==> src/rtl/cmd_scheduler_if.sv <==
// ----------------------------------------------------------------------------
// cmd_scheduler_if
// Bundles the button, UART and command-pulse signals of cmd_scheduler.
//   slave  : the scheduler side (buttons/UART in, pulses/echo/status out)
//   master : the environment side (drives buttons/UART, observes outputs)
// Signals:
//   i_btn_run, i_btn_clear, i_btn_mode : single-cycle button events
//   rx_data[7:0], rx_done              : received UART byte and its strobe
//   tx_busy                            : UART transmitter busy
//   o_run_toggle, o_clear, o_mode_toggle : single-cycle command pulses
//   tx_data[7:0], tx_start             : echo byte and send request
//   o_fifo_full                        : command queue full
//   o_drop_cnt[7:0]                    : saturating dropped-event count
// ----------------------------------------------------------------------------
interface cmd_scheduler_if;
    logic       i_btn_run;
    logic       i_btn_clear;
    logic       i_btn_mode;
    logic [7:0] rx_data;
    logic       rx_done;
    logic       tx_busy;
    logic       o_run_toggle;
    logic       o_clear;
    logic       o_mode_toggle;
    logic [7:0] tx_data;
    logic       tx_start;
    logic       o_fifo_full;
    logic [7:0] o_drop_cnt;

    modport slave (
        input  i_btn_run, i_btn_clear, i_btn_mode, rx_data, rx_done, tx_busy,
        output o_run_toggle, o_clear, o_mode_toggle, tx_data, tx_start,
               o_fifo_full, o_drop_cnt
    );

    modport master (
        output i_btn_run, i_btn_clear, i_btn_mode, rx_data, rx_done, tx_busy,
        input  o_run_toggle, o_clear, o_mode_toggle, tx_data, tx_start,
               o_fifo_full, o_drop_cnt
    );
endinterface

==> src/rtl/cmd_scheduler.sv <==
// ----------------------------------------------------------------------------
// cmd_scheduler
// Collects run/clear/mode requests from buttons and UART bytes ('r','c','m'),
// holds each in a pending flag, funnels them one per cycle into a small FIFO
// (priority UART > CLEAR > RUN > MODE) and issues them as single-cycle pulses
// separated by GAP_CYCLES idle cycles. Events that hit an already-pending,
// not-draining flag are dropped and counted (saturating at 255).
// Ports:
//   clk  : clock, rising edge
//   rst  : asynchronous active-high reset
//   bus  : cmd_scheduler_if.slave (buttons, UART rx/tx, pulses, status)
// Parameters:
//   FIFO_DEPTH : queue entries, power of two 2..16
//   GAP_CYCLES : idle cycles between issued commands, 0..255
// Optional feature: define CMD_SCHEDULER_ECHO_EN to echo every issued command
// as its lowercase letter on the UART transmitter (waits for tx_busy low).
// ----------------------------------------------------------------------------
module cmd_scheduler #(
    parameter int FIFO_DEPTH = 4,
    parameter int GAP_CYCLES = 2
) (
    input  logic           clk,
    input  logic           rst,
    cmd_scheduler_if.slave bus
);
    localparam int PTR_W = $clog2(FIFO_DEPTH);
    localparam int CNT_W = PTR_W + 1;
    localparam logic [7:0] GAP_LAST = (GAP_CYCLES > 0) ? 8'(GAP_CYCLES - 1) : 8'd0;

    typedef enum logic [1:0] {CMD_RUN = 2'd0, CMD_CLEAR = 2'd1, CMD_MODE = 2'd2} cmd_t;
`ifdef CMD_SCHEDULER_ECHO_EN
    typedef enum logic [1:0] {S_IDLE, S_ISSUE, S_ECHO, S_GAP} state_t;
`else
    typedef enum logic [1:0] {S_IDLE, S_ISSUE, S_GAP} state_t;
`endif

    // ---------------- decode ----------------
    logic uart_ev;
    cmd_t uart_code;

    // NOTE: every always_comb output gets a default first so no latch is inferred.
    always_comb begin
        uart_ev   = 1'b0;
        uart_code = CMD_RUN;
        if (bus.rx_done) begin
            case (bus.rx_data)
                8'h72:   begin uart_ev = 1'b1; uart_code = CMD_RUN;   end
                8'h63:   begin uart_ev = 1'b1; uart_code = CMD_CLEAR; end
                8'h6D:   begin uart_ev = 1'b1; uart_code = CMD_MODE;  end
                default: ;
            endcase
        end
    end

    // ---------------- FIFO and pending flags ----------------
    cmd_t             fifo_mem [FIFO_DEPTH];
    logic [PTR_W-1:0] wr_ptr, rd_ptr;
    logic [CNT_W-1:0] count;
    logic             full, empty, pop, can_push, push;
    cmd_t             push_cmd;

    logic uart_pend, clr_pend, run_pend, mode_pend;
    cmd_t uart_code_q;
    logic push_uart, push_clr, push_run, push_mode;
    logic drop_uart, drop_clr, drop_run, drop_mode;
    logic [2:0] drop_total;
    logic [8:0] drop_sum;
    logic [7:0] drop_cnt;

    state_t state;

    assign full  = (count == CNT_W'(FIFO_DEPTH));
    assign empty = (count == '0);
    assign pop   = (state == S_IDLE) && !empty;
    // A full queue still accepts a push in the cycle its head is popped.
    assign can_push = !full || pop;

    always_comb begin
        push_uart = 1'b0;
        push_clr  = 1'b0;
        push_run  = 1'b0;
        push_mode = 1'b0;
        push_cmd  = CMD_RUN;
        if (can_push) begin
            if (uart_pend)      begin push_uart = 1'b1; push_cmd = uart_code_q; end
            else if (clr_pend)  begin push_clr  = 1'b1; push_cmd = CMD_CLEAR;   end
            else if (run_pend)  begin push_run  = 1'b1; push_cmd = CMD_RUN;     end
            else if (mode_pend) begin push_mode = 1'b1; push_cmd = CMD_MODE;    end
        end
    end
    assign push = push_uart | push_clr | push_run | push_mode;

    // An event is lost only if its flag stays occupied this cycle.
    assign drop_uart = uart_ev         & uart_pend & ~push_uart;
    assign drop_clr  = bus.i_btn_clear & clr_pend  & ~push_clr;
    assign drop_run  = bus.i_btn_run   & run_pend  & ~push_run;
    assign drop_mode = bus.i_btn_mode  & mode_pend & ~push_mode;
    assign drop_total = 3'(drop_uart) + 3'(drop_clr) + 3'(drop_run) + 3'(drop_mode);
    assign drop_sum   = {1'b0, drop_cnt} + 9'(drop_total);

    always_ff @(posedge clk or posedge rst) begin
        if (rst) begin
            uart_pend   <= 1'b0;
            clr_pend    <= 1'b0;
            run_pend    <= 1'b0;
            mode_pend   <= 1'b0;
            uart_code_q <= CMD_RUN;
            drop_cnt    <= 8'd0;
        end else begin
            // NOTE: sequential state uses non-blocking assignments so all flops update together.
            if (uart_ev && !drop_uart) begin
                uart_pend   <= 1'b1;
                uart_code_q <= uart_code;
            end else if (push_uart) begin
                uart_pend <= 1'b0;
            end
            if (bus.i_btn_clear && !drop_clr) clr_pend  <= 1'b1;
            else if (push_clr)                clr_pend  <= 1'b0;
            if (bus.i_btn_run && !drop_run)   run_pend  <= 1'b1;
            else if (push_run)                run_pend  <= 1'b0;
            if (bus.i_btn_mode && !drop_mode) mode_pend <= 1'b1;
            else if (push_mode)               mode_pend <= 1'b0;
            drop_cnt <= drop_sum[8] ? 8'hFF : drop_sum[7:0];
        end
    end

    // NOTE: storage array has no reset; emptiness is defined by the reset pointers and count.
    always_ff @(posedge clk) begin
        if (push) fifo_mem[wr_ptr] <= push_cmd;
    end

    always_ff @(posedge clk or posedge rst) begin
        if (rst) begin
            wr_ptr <= '0;
            rd_ptr <= '0;
            count  <= '0;
        end else begin
            if (push) wr_ptr <= wr_ptr + 1'b1;
            if (pop)  rd_ptr <= rd_ptr + 1'b1;
            case ({push, pop})
                2'b10:   count <= count + 1'b1;
                2'b01:   count <= count - 1'b1;
                default: ;
            endcase
        end
    end

    // ---------------- issue FSM ----------------
    logic       run_q, clr_q, mode_q;
    logic [7:0] gap_cnt;

`ifdef CMD_SCHEDULER_ECHO_EN
    cmd_t       cur_cmd;
    logic       tx_start_q;
    logic [7:0] tx_data_q;

    function automatic logic [7:0] cmd_letter(input cmd_t c);
        case (c)
            CMD_RUN:   return 8'h72;
            CMD_CLEAR: return 8'h63;
            default:   return 8'h6D;
        endcase
    endfunction
`endif

    always_ff @(posedge clk or posedge rst) begin
        if (rst) begin
            state   <= S_IDLE;
            run_q   <= 1'b0;
            clr_q   <= 1'b0;
            mode_q  <= 1'b0;
            gap_cnt <= 8'd0;
`ifdef CMD_SCHEDULER_ECHO_EN
            cur_cmd    <= CMD_RUN;
            tx_start_q <= 1'b0;
            tx_data_q  <= 8'h00;
`endif
        end else begin
            run_q  <= 1'b0;
            clr_q  <= 1'b0;
            mode_q <= 1'b0;
`ifdef CMD_SCHEDULER_ECHO_EN
            tx_start_q <= 1'b0;
`endif
            case (state)
                S_IDLE: begin
                    if (!empty) begin
                        state  <= S_ISSUE;
                        run_q  <= (fifo_mem[rd_ptr] == CMD_RUN);
                        clr_q  <= (fifo_mem[rd_ptr] == CMD_CLEAR);
                        mode_q <= (fifo_mem[rd_ptr] == CMD_MODE);
`ifdef CMD_SCHEDULER_ECHO_EN
                        cur_cmd <= fifo_mem[rd_ptr];
`endif
                    end
                end
                S_ISSUE: begin
`ifdef CMD_SCHEDULER_ECHO_EN
                    state <= S_ECHO;
`else
                    if (GAP_CYCLES == 0) begin
                        state <= S_IDLE;
                    end else begin
                        state   <= S_GAP;
                        gap_cnt <= GAP_LAST;
                    end
`endif
                end
`ifdef CMD_SCHEDULER_ECHO_EN
                S_ECHO: begin
                    if (!bus.tx_busy) begin
                        tx_start_q <= 1'b1;
                        tx_data_q  <= cmd_letter(cur_cmd);
                        if (GAP_CYCLES == 0) begin
                            state <= S_IDLE;
                        end else begin
                            state   <= S_GAP;
                            gap_cnt <= GAP_LAST;
                        end
                    end
                end
`endif
                S_GAP: begin
                    if (gap_cnt == 8'd0) state   <= S_IDLE;
                    else                 gap_cnt <= gap_cnt - 8'd1;
                end
                default: state <= S_IDLE;
            endcase
        end
    end

    assign bus.o_run_toggle  = run_q;
    assign bus.o_clear       = clr_q;
    assign bus.o_mode_toggle = mode_q;
    assign bus.o_fifo_full   = full;
    assign bus.o_drop_cnt    = drop_cnt;
`ifdef CMD_SCHEDULER_ECHO_EN
    assign bus.tx_start = tx_start_q;
    assign bus.tx_data  = tx_data_q;
`else
    logic unused_tx_busy;
    assign unused_tx_busy = bus.tx_busy;
    assign bus.tx_start   = 1'b0;
    assign bus.tx_data    = 8'h00;
`endif
endmodule

==> src/flat_wrapper.sv <==
// flat-port wrapper written by rule: the top's interface ports become plain ports
module cmd_scheduler_flat 
#(
    parameter int FIFO_DEPTH = 4,
    parameter int GAP_CYCLES = 2
)
  (clk, rst, bus_i_btn_run, bus_i_btn_clear, bus_i_btn_mode, bus_rx_data, bus_rx_done, bus_tx_busy, bus_o_run_toggle, bus_o_clear, bus_o_mode_toggle, bus_tx_data, bus_tx_start, bus_o_fifo_full, bus_o_drop_cnt);
  cmd_scheduler_if bus_i ();
  input  logic clk;
  input  logic rst;
  input wire logic [$bits(bus_i.i_btn_run)-1:0] bus_i_btn_run;
  input wire logic [$bits(bus_i.i_btn_clear)-1:0] bus_i_btn_clear;
  input wire logic [$bits(bus_i.i_btn_mode)-1:0] bus_i_btn_mode;
  input wire logic [$bits(bus_i.rx_data)-1:0] bus_rx_data;
  input wire logic [$bits(bus_i.rx_done)-1:0] bus_rx_done;
  input wire logic [$bits(bus_i.tx_busy)-1:0] bus_tx_busy;
  output wire logic [$bits(bus_i.o_run_toggle)-1:0] bus_o_run_toggle;
  output wire logic [$bits(bus_i.o_clear)-1:0] bus_o_clear;
  output wire logic [$bits(bus_i.o_mode_toggle)-1:0] bus_o_mode_toggle;
  output wire logic [$bits(bus_i.tx_data)-1:0] bus_tx_data;
  output wire logic [$bits(bus_i.tx_start)-1:0] bus_tx_start;
  output wire logic [$bits(bus_i.o_fifo_full)-1:0] bus_o_fifo_full;
  output wire logic [$bits(bus_i.o_drop_cnt)-1:0] bus_o_drop_cnt;
  assign bus_i.i_btn_run = bus_i_btn_run;
  assign bus_i.i_btn_clear = bus_i_btn_clear;
  assign bus_i.i_btn_mode = bus_i_btn_mode;
  assign bus_i.rx_data = bus_rx_data;
  assign bus_i.rx_done = bus_rx_done;
  assign bus_i.tx_busy = bus_tx_busy;
  assign bus_o_run_toggle = bus_i.o_run_toggle;
  assign bus_o_clear = bus_i.o_clear;
  assign bus_o_mode_toggle = bus_i.o_mode_toggle;
  assign bus_tx_data = bus_i.tx_data;
  assign bus_tx_start = bus_i.tx_start;
  assign bus_o_fifo_full = bus_i.o_fifo_full;
  assign bus_o_drop_cnt = bus_i.o_drop_cnt;
  cmd_scheduler #(.FIFO_DEPTH(FIFO_DEPTH), .GAP_CYCLES(GAP_CYCLES)) u_core (.clk(clk), .rst(rst), .bus(bus_i));
endmodule
==> config.mk <==
export PLATFORM = sky130hd
export DESIGN_NAME = cmd_scheduler_flat
export DESIGN_NICKNAME = d
export VERILOG_FILES = /design/src/rtl/cmd_scheduler_if.sv /design/src/rtl/cmd_scheduler.sv /design/src/flat_wrapper.sv
export SDC_FILE = /design/constraint.sdc
export NUM_CORES = 1
export LEC_CHECK = 0
export CAP_MARGIN = 20
export CORE_MARGIN = 3
export CORE_UTILIZATION = 58
export DETAILED_ROUTE_END_ITERATION = 8
export PLACE_DENSITY = 0.87
export SYNTH_ARGS = -nofsm -noshare
export SYNTH_HDL_FRONTEND = slang
export SYNTH_SLANG_ARGS = --single-unit
export TNS_END_PERCENT = 100
==> constraint.sdc <==
create_clock -name clk -period 5.2 [get_ports clk]
set_input_delay 1.04 -clock clk [delete_from_list [all_inputs] [get_ports clk]]
set_output_delay 1.04 -clock clk [all_outputs]
set_load 0.03 [all_outputs]
# Yosys cells after proc, flatten, opt, wreduce, memory -nomap -nowiden
# Memory sizes are Yosys's and may differ from the RTL's.
# Cells that the tools add are included.
# totals
ramBits	8
rom_bits	0
memories	1
latch_bits	0
reg_bits	34
out_inout_bits	21
word_cells	123
inputBits	15
# classes
mux	46
n_lt_le_gt_ge	0
reduce_logical	25
eq_ne	13
n_div	0
n_addsub	9
shift	0
multipliers	0
bitwise	15
# memory_table
memory	depth	word_bits	read_ports	rd_clocked_by_memory_dff	wr	line	source
u_core.fifo_mem	4	2	1	0	1	cmd_scheduler.sv:56	cmd_t fifo_mem [FIFO_DEPTH];
# ops
cell	n
2-to-1 mux 1 bit	32
== test 8 x 7 -> 1 bit, second input constant	3
2-to-1 mux 2 bit	8
2-to-1 mux 8 bit	2
one-hot mux 8 bit (2 select lines)	1
nonzero test 2 bit	6
adder 8 x 3 -> 9 bit	1
bitwise AND 1 bit	8
zero test 8 bit	1
subtractor 8 x 1 -> 8 bit, second input constant	1
adder 3 x 1 -> 3 bit	2
== test 2 x 1 -> 1 bit, second input constant	3
== test 2 bit, second input constant	3
zero test 1 bit	6
one-hot mux 2 bit (3 select lines)	1
one-hot mux 3 bit (2 select lines)	1
logical AND 1 bit	5
adder 2 x 1 -> 2 bit, second input constant	2
zero test 2 bit	2
!= test 2 bit, second input constant	2
inverter 1 bit	4
one-hot mux 2 bit (2 select lines)	1
AND reduction 2 bit	2
adder 3 x 1 -> 3 bit, second input constant	1
other kinds (8)	10

# Logic depth before layout (Yosys ltp)
# Gate-level depths: netlist of the first run.
# depth
word_depth	12
ltp_mapped	15
depth_no_buf	15

# Least setup slack after synthesis of the first run
# No wires, ideal clock.
# synth_path
kind	input-to-reg
startpoint	in bus_rx_data[3]
endpoint	reg u_core.drop_cnt[7], in the netlist u_core.bus.o_drop_cnt[7]
n_path_buf	0
slack_ps	1352
setup_time_ps	126
stages	14
arrival_time_ps	3722
required_time_ps	5074
cell_sequence	or3b_1 > nor4_1 > o21ai_0 > nor2_1 > ha_1 > inv_1 > fa_1 > inv_1 > ha_1 > ha_1 > a21o_1 > a21oi_1 > and3b_1 > o32a_1
# synth_between
elab_chain_cells	11
elab_cells_between_ends	13
classes_between	4 x add/sub; 3 x eq/ne; 3 x mux; 2 x bitwise; 1 x reduce/logical
# synth_lines
item	line	source
start: declaration	flat_wrapper.sv:14	input wire logic [$bits(bus_i.rx_data)-1:0] bus_rx_data;
== test 8 x 7 -> 1 bit	cmd_scheduler.sv:46	case (bus.rx_data)
OR reduction 3 bit (no line) (*)	n/a	
2-to-1 mux 1 bit (*)	cmd_scheduler.sv:46	
2-to-1 mux 1 bit (*)	cmd_scheduler.sv:45	if (bus.rx_done) begin
bitwise AND 1 bit (*) (2 in series)	cmd_scheduler.sv:94	assign drop_uart = uart_ev & uart_pend & ~push_uart;
adder 1 x 1 -> 2 bit (*)	cmd_scheduler.sv:98	assign drop_total = 3'(drop_uart) + 3'(drop_clr) + 3'(drop_run) + 3'(drop_mode);
adder 3 x 1 -> 3 bit (*) (2 in series)	cmd_scheduler.sv:98	
adder 8 x 3 -> 9 bit (*)	cmd_scheduler.sv:99	assign drop_sum = {1'b0, drop_cnt} + 9'(drop_total);
2-to-1 mux 8 bit (*)	cmd_scheduler.sv:123	drop_cnt <= drop_sum[8] ? 8'hFF : drop_sum[7:0];
end signal: assignment	cmd_scheduler.sv:123	
end: declaration	cmd_scheduler.sv:68	logic [7:0] drop_cnt;
# Mark *: on every way between the ends. The rest lies on a longest branch, timed or not.
# A chain may end at the register's enable or synchronous reset.

# Worst setup path after layout of the first run
# layout_path
startpoint	in bus_rx_data[1]
endpoint	reg u_core.drop_cnt[7], in the netlist u_core.bus.o_drop_cnt[7]
# Same word-level chain as after synthesis.

==> results of run 1 <==
## final cells by class
cell class | instances | area, sq um | share of cell area (%)
flip-flops and latches | 42 | 1091 | 40.86
repair buffers | 26 | 257.7 | 9.653
inverters | 21 | 78.83 | 2.952
multi-input cells | 148 | 1096 | 41.05
clock inverters | 2 | 13.76 | 0.5155
well taps | 48 | 60.06 | 2.249
clock buffers | 6 | 72.57 | 2.718
## worst max-delay path: stages
cell,delay (ns)
clkdlybuf4s50_1,0.46
or3b_1,0.38
nor4_1,0.26
o21ai_0,0.16
nor2_1,0.13
ha_1,0.13
inv_1,0.05
fa_1,0.38
inv_1,0.07
ha_1,0.24
ha_1,0.28
a21o_1,0.19
a21oi_1,0.30
and3b_1,0.22
o32a_1,0.17
## metrics by stage
step	util (%)	setup slack, ns	instance area, sq um
6_report	71.32	0.9269	2670
5_1_grt	71.32	0.6379	2670
4_1_cts	71.32	0.8988	2670
3_5_place_dp	69.02	0.6133	2584
3_3_place_gp	69.02	0.7087	2584
2_1_floorplan	-	1.352	2338
## power groups by stage
stage | Combinational (uW) | Clock [uW] | Sequential, uW
after floorplan | 453 | 0 | 658
after global placement | 684 | 0 | 599
after detailed placement | 710 | 0 | 606
after CTS | 714 | 210 | 602
after global routing | 794 | 224 | 626
final | 708 | 206 | 601
## sequential cells by signal, indices dropped and copies added (netlist names)
signal                    cells
u_core.clr_pend               1
u_core.uart_code_q            2
u_core.mode_pend              1
u_core.run_pend               1
u_core.wr_ptr                 2
u_core.state                  2
u_core.bus.o_run_toggle       1
u_core.gap_cnt                8
u_core.bus.o_mode_toggle      1
u_core.bus.o_drop_cnt         8
u_core.bus.o_clear            1
u_core.count                  3
u_core.fifo_mem               8
u_core.rd_ptr                 2
u_core.uart_pend              1
## metal layers
| metal | vias up | global-route usage, % |
|---|---|---|
| met5 | - | 0 |
| li1 | 777 | - |
| met1 | 727 | 23.49 |
| met2 | 47 | 27.22 |
| met4 | 0 | 8.677 |
| met3 | 8 | 3.499 |
## how the worst min path moves through the flow
stage / startpoint / end / slack (ns) / cells past startpoint
floorplan: u_core.uart_code_q[1]$_DFFE_PP0P_ / u_core.uart_code_q[1]$_DFFE_PP0P_ / 0.47 / 2
global placement: u_core.uart_code_q[1]$_DFFE_PP0P_ / u_core.uart_code_q[1]$_DFFE_PP0P_ / 0.49 / 2
detailed placement: u_core.gap_cnt[0]$_DFFE_PP0P_ / u_core.gap_cnt[0]$_DFFE_PP0P_ / 0.51 / 1
CTS: u_core.gap_cnt[0]$_DFFE_PP0P_ / u_core.gap_cnt[0]$_DFFE_PP0P_ / 0.52 / 1
global route: u_core.gap_cnt[7]$_DFFE_PP0P_ / u_core.gap_cnt[7]$_DFFE_PP0P_ / 0.55 / 1
finish: u_core.gap_cnt[0]$_DFFE_PP0P_ / u_core.gap_cnt[0]$_DFFE_PP0P_ / 0.51 / 1
## cell usage in the layout (no fill, tap or decap), types with 3 or more instances in the layout
| master | instances |
|---|---|
| nand2_1 | 21 |
| dfrtp_1 | 34 |
| xnor2_1 | 5 |
| conb_1 | 9 |
| nor2b_1 | 4 |
| nand3b_1 | 4 |
| nor2_1 | 10 |
| a21oi_1 | 5 |
| mux2i_1 | 6 |
| clkdlybuf4s50_1 | 25 |
| fa_1 | 3 |
| or3_1 | 3 |
| edfxtp_1 | 8 |
| clkbuf_8 | 5 |
| inv_1 | 21 |
| o21ai_0 | 11 |
| xor2_1 | 5 |
| nand2b_1 | 5 |
| and2_1 | 4 |
| ha_1 | 12 |
## cell families after synthesis
family | synth area share [%]
AO/OA/AOI/OAI | 9.160
AND/OR/NAND/NOR | 18.75
XOR/XNOR | 3.794
adder cells (fa/ha/maj) | 9.106
flip-flops | 47.26
buffers and inverters | 6.558
multiplexers | 5.203
other | 0.1624
==> results.sh, run 1 <==
export IMPL_switchingPower_uw=615.6
export IMPL_antenna_found_initial=0
export IMPL_layout_nets=274
export IMPL_crit_required_ns=5.37
export IMPL_clkLatencyLatePin_ns=0.30
export IMPL_die_height_microns=69.09
export IMPL_hold_viol=0
export IMPL_cts_resized=0
export IMPL_fin_hold_ws_ns=0.5140
export IMPL_timing_rr_start="u_core.count[1]$_DFFE_PP0P_"
export IMPL_reg2reg_depth=14
export IMPL_tns_ns=0
export IMPL_wl_per_cell_microns=13.09
export IMPL_p_leak_uw=0.001219
export IMPL_clockBufferDepth=2
export IMPL_initial_core_util_pct=61.66
export IMPL_yosysMostFrequentCell="dfrtp_1"
export IMPL_fmax_ghz=0.2340
export IMPL_max_cap_violations=0
export IMPL_crit_type="primary input to flip-flop"
export IMPL_drt_pass1_iterations=4
export IMPL_cp_startpoint="bus_rx_data[1]"
export IMPL_vdd_drop_max_v=0.0003471
export IMPL_synth_edf_count=8
export IMPL_reg2reg_to="u_core.bus.o_drop_cnt[7]$_DFF_PP0_"
export IMPL_comb_power_share_pct=46.7
export IMPL_critPathMaxFanout=4
export IMPL_yosysTopAreaCell="dfrtp_1"
export IMPL_ys_types=51
export IMPL_synth_top_area_share_pct=36.86
export IMPL_clkTransAtPathRegs_ns=0.08
export IMPL_cts_tree="built"
export IMPL_layout_drive_gt1_share_pct=8.163
export IMPL_fin_crit_sh_pct=82.17
export IMPL_postRouteAntennaNets=0
export IMPL_cts_setup_buffers=0
export IMPL_syn_inst=213
export IMPL_setup_viol=0
export IMPL_fin_cells=293
export IMPL_num_rows=22
export IMPL_avgSynthCellArea_sq_um=10.84
export IMPL_die_width_microns=69.09
export IMPL_outcome="completed"
export IMPL_ys_seq_area_share_pct=47.26
export IMPL_grt_start_max_net_pins=35
export IMPL_drt_iter0_drc=96
export IMPL_sequentialPowerShare_pct=39.7
export IMPL_vias=1559
export IMPL_met1_length_microns=1736
export IMPL_grt_pass1_vias=1545
export IMPL_overflow=0
export IMPL_core_area_sq_um=3744
export IMPL_drcViolationCount=0
export IMPL_dp_cells=285
export IMPL_rsz0062_at_grt="false"
export IMPL_cp_arrival_ns=4.45
export IMPL_wl_met3_microns=161
export IMPL_htree_levels=2
export IMPL_wl_met2_microns=1846
export IMPL_p_int_uw=899.0
export IMPL_synth_seq_cells=42
export IMPL_post_dp_hpwl_microns=2970
export IMPL_cts_made_buffers=5
export IMPL_startpoint_type="primary input"
export IMPL_p_clk_share_pct=13.6
export IMPL_rrSetupSlack_ns=1.70
export IMPL_async_reset_ff_share_pct=80.95
export IMPL_synth_area_leaders="dfrtp_1, edfxtp_1, ha_1"
export IMPL_grtUsageTotal_pct=17.56
export IMPL_yosysWarnings=0
export IMPL_fin_skew_ns=0.01207
export IMPL_synth_ff_type="dfrtp_1"
export IMPL_grt_pass1_wl_microns=6844
export IMPL_highest_layer="met4"
export IMPL_cts_sinks=42
export IMPL_setup_worst_path_end_class="flip-flop"
export IMPL_dieArea_sq_um=4773
export IMPL_drt_total_wl_microns=3834
export IMPL_num_io_pins=36
export IMPL_report_final_slew_viol_count=0
export IMPL_synthToLayoutAreaGrowth_pct=15.66
export IMPL_power_density_nw_per_um2=567.2
export IMPL_switching_share_pct=40.64
export IMPL_gp_congestion=0.7680
export IMPL_root_buffer="clkbuf_8"
export IMPL_fillers=287
export IMPL_final_min_clock_period_ns=4.273
export IMPL_via_per_inst=5.321
export IMPL_diodes=0
export IMPL_netlist_area_sq_um=2308
export IMPL_hold_buffers=0
export IMPL_hold_class="flip-flop to flip-flop"
export IMPL_fin_total_pwr_uw=1515
export IMPL_synthTopCellsByCount="dfrtp_1, inv_1, nand2_1"
export IMPL_numPortBuffers=25
export IMPL_crit_end="u_core.bus.o_drop_cnt[7]$_DFF_PP0_"
Note: power is estimated with default switching activity, not from simulation.
==> run 2, diff against run 1 <==
--- a/config.mk
+++ b/config.mk
@@ -7,9 +7,9 @@
 export LEC_CHECK = 0
 export CAP_MARGIN = 20
 export CORE_MARGIN = 3
-export CORE_UTILIZATION = 58
+export CORE_UTILIZATION = 48
 export DETAILED_ROUTE_END_ITERATION = 8
-export PLACE_DENSITY = 0.87
+export PLACE_DENSITY = 0.77
 export SYNTH_ARGS = -nofsm -noshare
 export SYNTH_HDL_FRONTEND = slang
 export SYNTH_SLANG_ARGS = --single-unit
==> constraint.sdc (replaced) <==
create_clock -name clk -period 3.8 [get_ports clk]
set_input_delay 0.76 -clock clk [delete_from_list [all_inputs] [get_ports clk]]
set_output_delay 0.76 -clock clk [all_outputs]
set_load 0.03 [all_outputs]
==> results.sh, run 2 (same netlist as run 1, synthesis figures left out) <==
export IMPL_grtUsageTotal_pct=15.29
export IMPL_drt_total_wl_microns=3838
export IMPL_layout_common_cells="dfrtp_1, clkdlybuf4s50_1, nand2_1, inv_1, ha_1"
export IMPL_layout_cells_most_common="dfrtp_1"
export IMPL_timing_rr_start="u_core.state[0]$_DFFE_PP0P_"
export IMPL_core_area_sq_um=4504
export IMPL_rsz0062_at_grt="false"
export IMPL_p_leak_uw=0.001297
export IMPL_clkLatencyLatePin_ns=0.30
export IMPL_overflow=0
export IMPL_num_io_pins=36
export IMPL_cp_startpoint="bus_rx_data[0]"
export IMPL_vias=1575
export IMPL_htree_levels=2
export IMPL_drt_iter0_drc=65
export IMPL_num_rows=24
export IMPL_startpoint_type="primary input"
export IMPL_outcome="completed"
export IMPL_layout_drive_gt1_share_pct=15.48
export IMPL_die_width_microns=75.35
export IMPL_drt_pass1_iterations=4
export IMPL_cts_made_buffers=5
export IMPL_grt_use_met2_pct=23.68
export IMPL_grt_start_max_net_pins=35
export IMPL_antenna_found_initial=0
export IMPL_hold_viol=0
export IMPL_initial_core_util_pct=51.25
export IMPL_top_usage_layer="met2"
export IMPL_met1_usage_pct=20.65
export IMPL_regArea_sq_um=1091
export IMPL_hold_buffers=0
export IMPL_numPortBuffers=25
export IMPL_fin_skew_ns=0.006283
export IMPL_fin_cells=304
export IMPL_vdd_drop_max_v=0.0005074
export IMPL_report_final_slew_viol_count=0
export IMPL_tns_ns=0
export IMPL_final_min_clock_period_ns=3.501
export IMPL_postRouteAntennaNets=0
export IMPL_layout_nets=281
export IMPL_drcViolationCount=0
export IMPL_setup_worst_path_end_class="flip-flop"
export IMPL_clockBufferDepth=2
export IMPL_wl_per_cell_microns=12.63
export IMPL_hold_class="flip-flop to flip-flop"
export IMPL_root_buffer="clkbuf_8"
export IMPL_fillers=376
export IMPL_cp_arrival_ns=3.68
export IMPL_grt_pass1_wl_microns=6555
export IMPL_fin_hold_ws_ns=0.5154
export IMPL_via_per_inst=5.181
export IMPL_diodes=0
export IMPL_setup_ws_ns=0.2990
export IMPL_dp_cells=295
export IMPL_cts_sinks=42
export IMPL_dp_slack_ns=-0.4023
export IMPL_cts_tree="built"
export IMPL_grt_pass1_vias=1441
export IMPL_holdCritStartpoint="u_core.uart_code_q[1]$_DFFE_PP0P_"
export IMPL_clkTransAtPathRegs_ns=0.09
export IMPL_post_dp_hpwl_microns=2832
export IMPL_synthToLayoutAreaGrowth_pct=21.08
export IMPL_crit_required_ns=3.98
export IMPL_power_density_nw_per_um2=756.5
export IMPL_crit_type="primary input to flip-flop"
export IMPL_setup_viol=0
export IMPL_critPathMaxFanout=4
export IMPL_dieArea_sq_um=5678
export IMPL_fmax_ghz=0.2856
export IMPL_gp_congestion=0.7952
export IMPL_use_met3_pct=3.694
export IMPL_max_cap_violations=0
export IMPL_fin_total_pwr_uw=2115
export IMPL_fin_crit_sh_pct=92.13
export IMPL_multiInputGateArea_sq_um=1149
export IMPL_die_height_microns=75.35
## run 2: cell type report
| type | instances | area share, % |
|---|---|---|
| timing repair buffer | 33 | 11.37 |
| inverter | 21 | 2.820 |
| sequential | 42 | 39.03 |
| tap | 52 | 2.328 |
| clock inverter | 3 | 0.8953 |
| multi-input combinational | 148 | 41.09 |
| clock buffer | 5 | 2.462 |
## run 2: worst paths after layout
path | slack [ns] | cells past startpoint | endpoint
worst min register to register | 0.52 | 2 | u_core.uart_code_q[1]$_DFFE_PP0P_
min in group asynchronous | 0.85 | 3 | u_core.run_pend$_DFFE_PP0P_
worst max-delay path | 0.30 | 15 | u_core.bus.o_drop_cnt[7]$_DFF_PP0_
worst max register to register | 0.51 | 14 | u_core.bus.o_drop_cnt[7]$_DFF_PP0_
worst min-delay path | 0.52 | 2 | u_core.uart_code_q[1]$_DFFE_PP0P_
max in group asynchronous | 2.65 | 3 | u_core.bus.o_mode_toggle$_DFF_PP0_
## run 2: power breakdown
part	internal, uW	leakage (uW)	switching [uW]
Combinational	466	0.000758	531
Clock	132	0.0000447	163
Sequential	658	0.000494	165
## run 2: repair_timing
item | CTS | global route
pin swaps | 0 | 10
gates cloned | 0 | 0
buffers inserted | 0 | 1
resized for setup | 4 | 14
setup endpoints to repair | 8 | 8
## run 2: layer usage
layer / up-vias / routed length (microns)
met1: 742 / 1717
met2: 33 / 1904
met3: 6 / 139
li1: 794 / -
met5: - / 0
met4: 0 / 76
## run 2: metrics by stage
stage | cell area (sq um) | util, %
2_1_floorplan | 2338 | -
3_3_place_gp | 2634 | 58.47
3_5_place_dp | 2634 | 58.47
4_1_cts | 2740 | 60.83
5_1_grt | 2795 | 62.06
6_report | 2795 | 62.06
## run 2: critical path: stages
cell and delay (ns):
clkdlybuf4s50_1 0.55, nand2b_1 0.11, a211oi_2 0.24, o21ai_2 0.10, nor2_1 0.10, ha_1 0.16
inv_2 0.04, fa_1 0.49, inv_1 0.04, ha_2 0.17, inv_2 0.06, fa_2 0.22
nor2b_4 0.05, or2_4 0.27, o32a_1 0.34
==> run 3, diff against run 2 <==
--- a/config.mk
+++ b/config.mk
@@ -7,9 +7,10 @@
 export LEC_CHECK = 0
 export CAP_MARGIN = 20
 export CORE_MARGIN = 3
-export CORE_UTILIZATION = 48
+export CORE_UTILIZATION = 30
 export DETAILED_ROUTE_END_ITERATION = 8
-export PLACE_DENSITY = 0.77
+export PLACE_DENSITY = 0.53
+export SKIP_CTS_REPAIR_TIMING = 1
 export SYNTH_ARGS = -nofsm -noshare
 export SYNTH_HDL_FRONTEND = slang
 export SYNTH_SLANG_ARGS = --single-unit
==> results.sh, run 3 (same netlist as run 1, synthesis figures left out) <==
export IMPL_outcome="completed"
export IMPL_clkLatencyLatePin_ns=0.29
export IMPL_p_leak_uw=0.001295
export IMPL_postRouteAntennaNets=0
export IMPL_slowest_stage="fa_2"
export IMPL_synthToLayoutAreaGrowth_pct=24.17
export IMPL_drt_iter0_drc=37
export IMPL_drt_total_wl_microns=4009
export IMPL_clockBufferDepth=2
export IMPL_hold_class="flip-flop to flip-flop"
export IMPL_gp_congestion=0.7222
export IMPL_fmax_ghz=0.2753
export IMPL_sequentialPowerShare_pct=38.7
export IMPL_cpPeakStageDelay_ns=0.56
export IMPL_path_delay_family="adder cells"
export IMPL_cp_num_buf_inv=5
export IMPL_grt_start_max_net_pins=35
export IMPL_grt_pass1_vias=1505
export IMPL_dieArea_sq_um=8783
export IMPL_cts_tree="built"
export IMPL_num_io_pins=36
export IMPL_cts_made_buffers=5
export IMPL_switching_share_pct=40.20
export IMPL_overflow=0
export IMPL_setup_worst_path_end_class="flip-flop"
export IMPL_numPortBuffers=25
export IMPL_cp_arrival_ns=3.81
export IMPL_comb_power_share_pct=47.9
export IMPL_fillers=765
export IMPL_crit_chain="clkdlybuf4s50_1 -> nand2b_1 -> a211oi_1 -> o21ai_1 -> nor2_1 -> ha_1 -> inv_2 -> fa_2 -> inv_2 -> ha_4 -> inv_2 -> fa_2 -> nor2b_4 -> or2_4 -> buf_4 -> o32a_1"
export IMPL_cts_sinks=42
export IMPL_layout_common_cells="dfrtp_1, clkdlybuf4s50_1, nand2_1, inv_1, buf_4"
export IMPL_diodes=0
export IMPL_design_area_sq_um=2867
export IMPL_clkTransAtPathRegs_ns=0.08
export IMPL_critPathMaxFanout=3
export IMPL_antenna_found_initial=0
export IMPL_max_cap_violations=0
export IMPL_vdd_drop_max_v=0.0002730
export IMPL_final_min_clock_period_ns=3.633
export IMPL_layout_nets=285
export IMPL_layout_drive_gt1_share_pct=16.80
export IMPL_root_buffer="clkbuf_8"
export IMPL_layout_cells_most_common="dfrtp_1"
export IMPL_p_int_uw=1273
export IMPL_initial_core_util_pct=31.32
export IMPL_drt_pass1_iterations=4
export IMPL_htree_levels=2
export IMPL_report_final_slew_viol_count=0
export IMPL_cpMostUsedCell="inv_2"
export IMPL_tns_ns=0
export IMPL_fin_crit_sh_pct=95.60
export IMPL_setup_viol=0
export IMPL_die_width_microns=93.72
export IMPL_switchingPower_uw=855.7
export IMPL_crit_required_ns=3.98
export IMPL_wl_per_cell_microns=11.29
export IMPL_hold_viol=0
export IMPL_startpoint_type="primary input"
export IMPL_num_rows=31
export IMPL_rsz0062_at_grt="false"
export IMPL_crit_type="primary input to flip-flop"
export IMPL_grtUsageTotal_pct=10.03
export IMPL_drcViolationCount=0
export IMPL_vias=1600
export IMPL_power_density_nw_per_um2=742.6
export IMPL_post_dp_hpwl_microns=2978
export IMPL_via_per_inst=4.507
export IMPL_fin_skew_ns=0.003586
export IMPL_die_height_microns=93.72
export IMPL_grt_pass1_wl_microns=7079
export IMPL_p_clk_share_pct=13.4
export IMPL_placedInstanceArea_sq_um=2700
export IMPL_core_area_sq_um=7370
export IMPL_fin_hold_ws_ns=0.5109
run 3: changes by cell type in the layout (fill, tap and decap cells not counted), sizes merged:
cell | before | now
buf | 8 | 12
clkbuf | 5 | 7
inv | 22 | 21
clkinv | 1 | 0
run 3: path summary, 6_finish.rpt:
check                           depth (start not counted)                                 end  slack [ns]                     startpoint
worst max-delay path                                   16  u_core.bus.o_drop_cnt[7]$_DFF_PP0_        0.17                 bus_rx_data[4]
worst min-delay path                                    1       u_core.gap_cnt[0]$_DFFE_PP0P_        0.51  u_core.gap_cnt[0]$_DFFE_PP0P_
worst max register to register                         15  u_core.bus.o_drop_cnt[7]$_DFF_PP0_        0.32    u_core.state[0]$_DFFE_PP0P_
min in group asynchronous                               3         u_core.count[0]$_DFFE_PP0P_        0.86                            rst
max in group asynchronous                               3         u_core.state[1]$_DFFE_PP0P_        2.63                            rst
worst min register to register                          1       u_core.gap_cnt[0]$_DFFE_PP0P_        0.51  u_core.gap_cnt[0]$_DFFE_PP0P_
run 3: area by class of cell:
| class | count | area (sq um) | area share [%] |
|---|---|---|---|
| Tap cell | 99 | 123.9 | 4.321 |
| Inverter | 21 | 78.83 | 2.750 |
| Sequential cell | 42 | 1091 | 38.06 |
| Clock buffer | 7 | 76.32 | 2.663 |
| Timing Repair Buffer | 37 | 347.8 | 12.13 |
| Multi-Input combinational cell | 148 | 1141 | 39.81 |
| Clock inverter | 1 | 7.507 | 0.2619 |
run 3: stage by stage:
stage | power (uW) | setup WS [ns] | std cells | util, %
after floorplan | 1520 | 0.2324 | 221 | -
after global placement | 1799 | -0.4049 | 343 | 36.64
after detailed placement | 1814 | -0.4377 | 343 | 36.64
after CTS | 2109 | -0.1360 | 351 | 37.78
after global routing | 2322 | 0.02351 | 355 | 38.90
final | 2129 | 0.1672 | 355 | 38.90
run 3: layer usage:
layer	wire, microns	GRT usage (%)	up-vias
met5	0	0	-
met3	150	2.404	6
met2	1840	15.08	30
met1	1946	13.89	768
met4	72	3.971	0
li1	-	-	796
run 3: power by group through the flow:
stage / Clock (uW) / Combinational (uW) / Sequential [uW]
5_1_grt: 312 / 1150 / 857
3_5_place_dp: 0 / 981 / 834
2_1_floorplan: 0 / 621 / 900
4_1_cts: 296 / 988 / 826
3_3_place_gp: 0 / 967 / 831
6_report: 285 / 1020 / 824
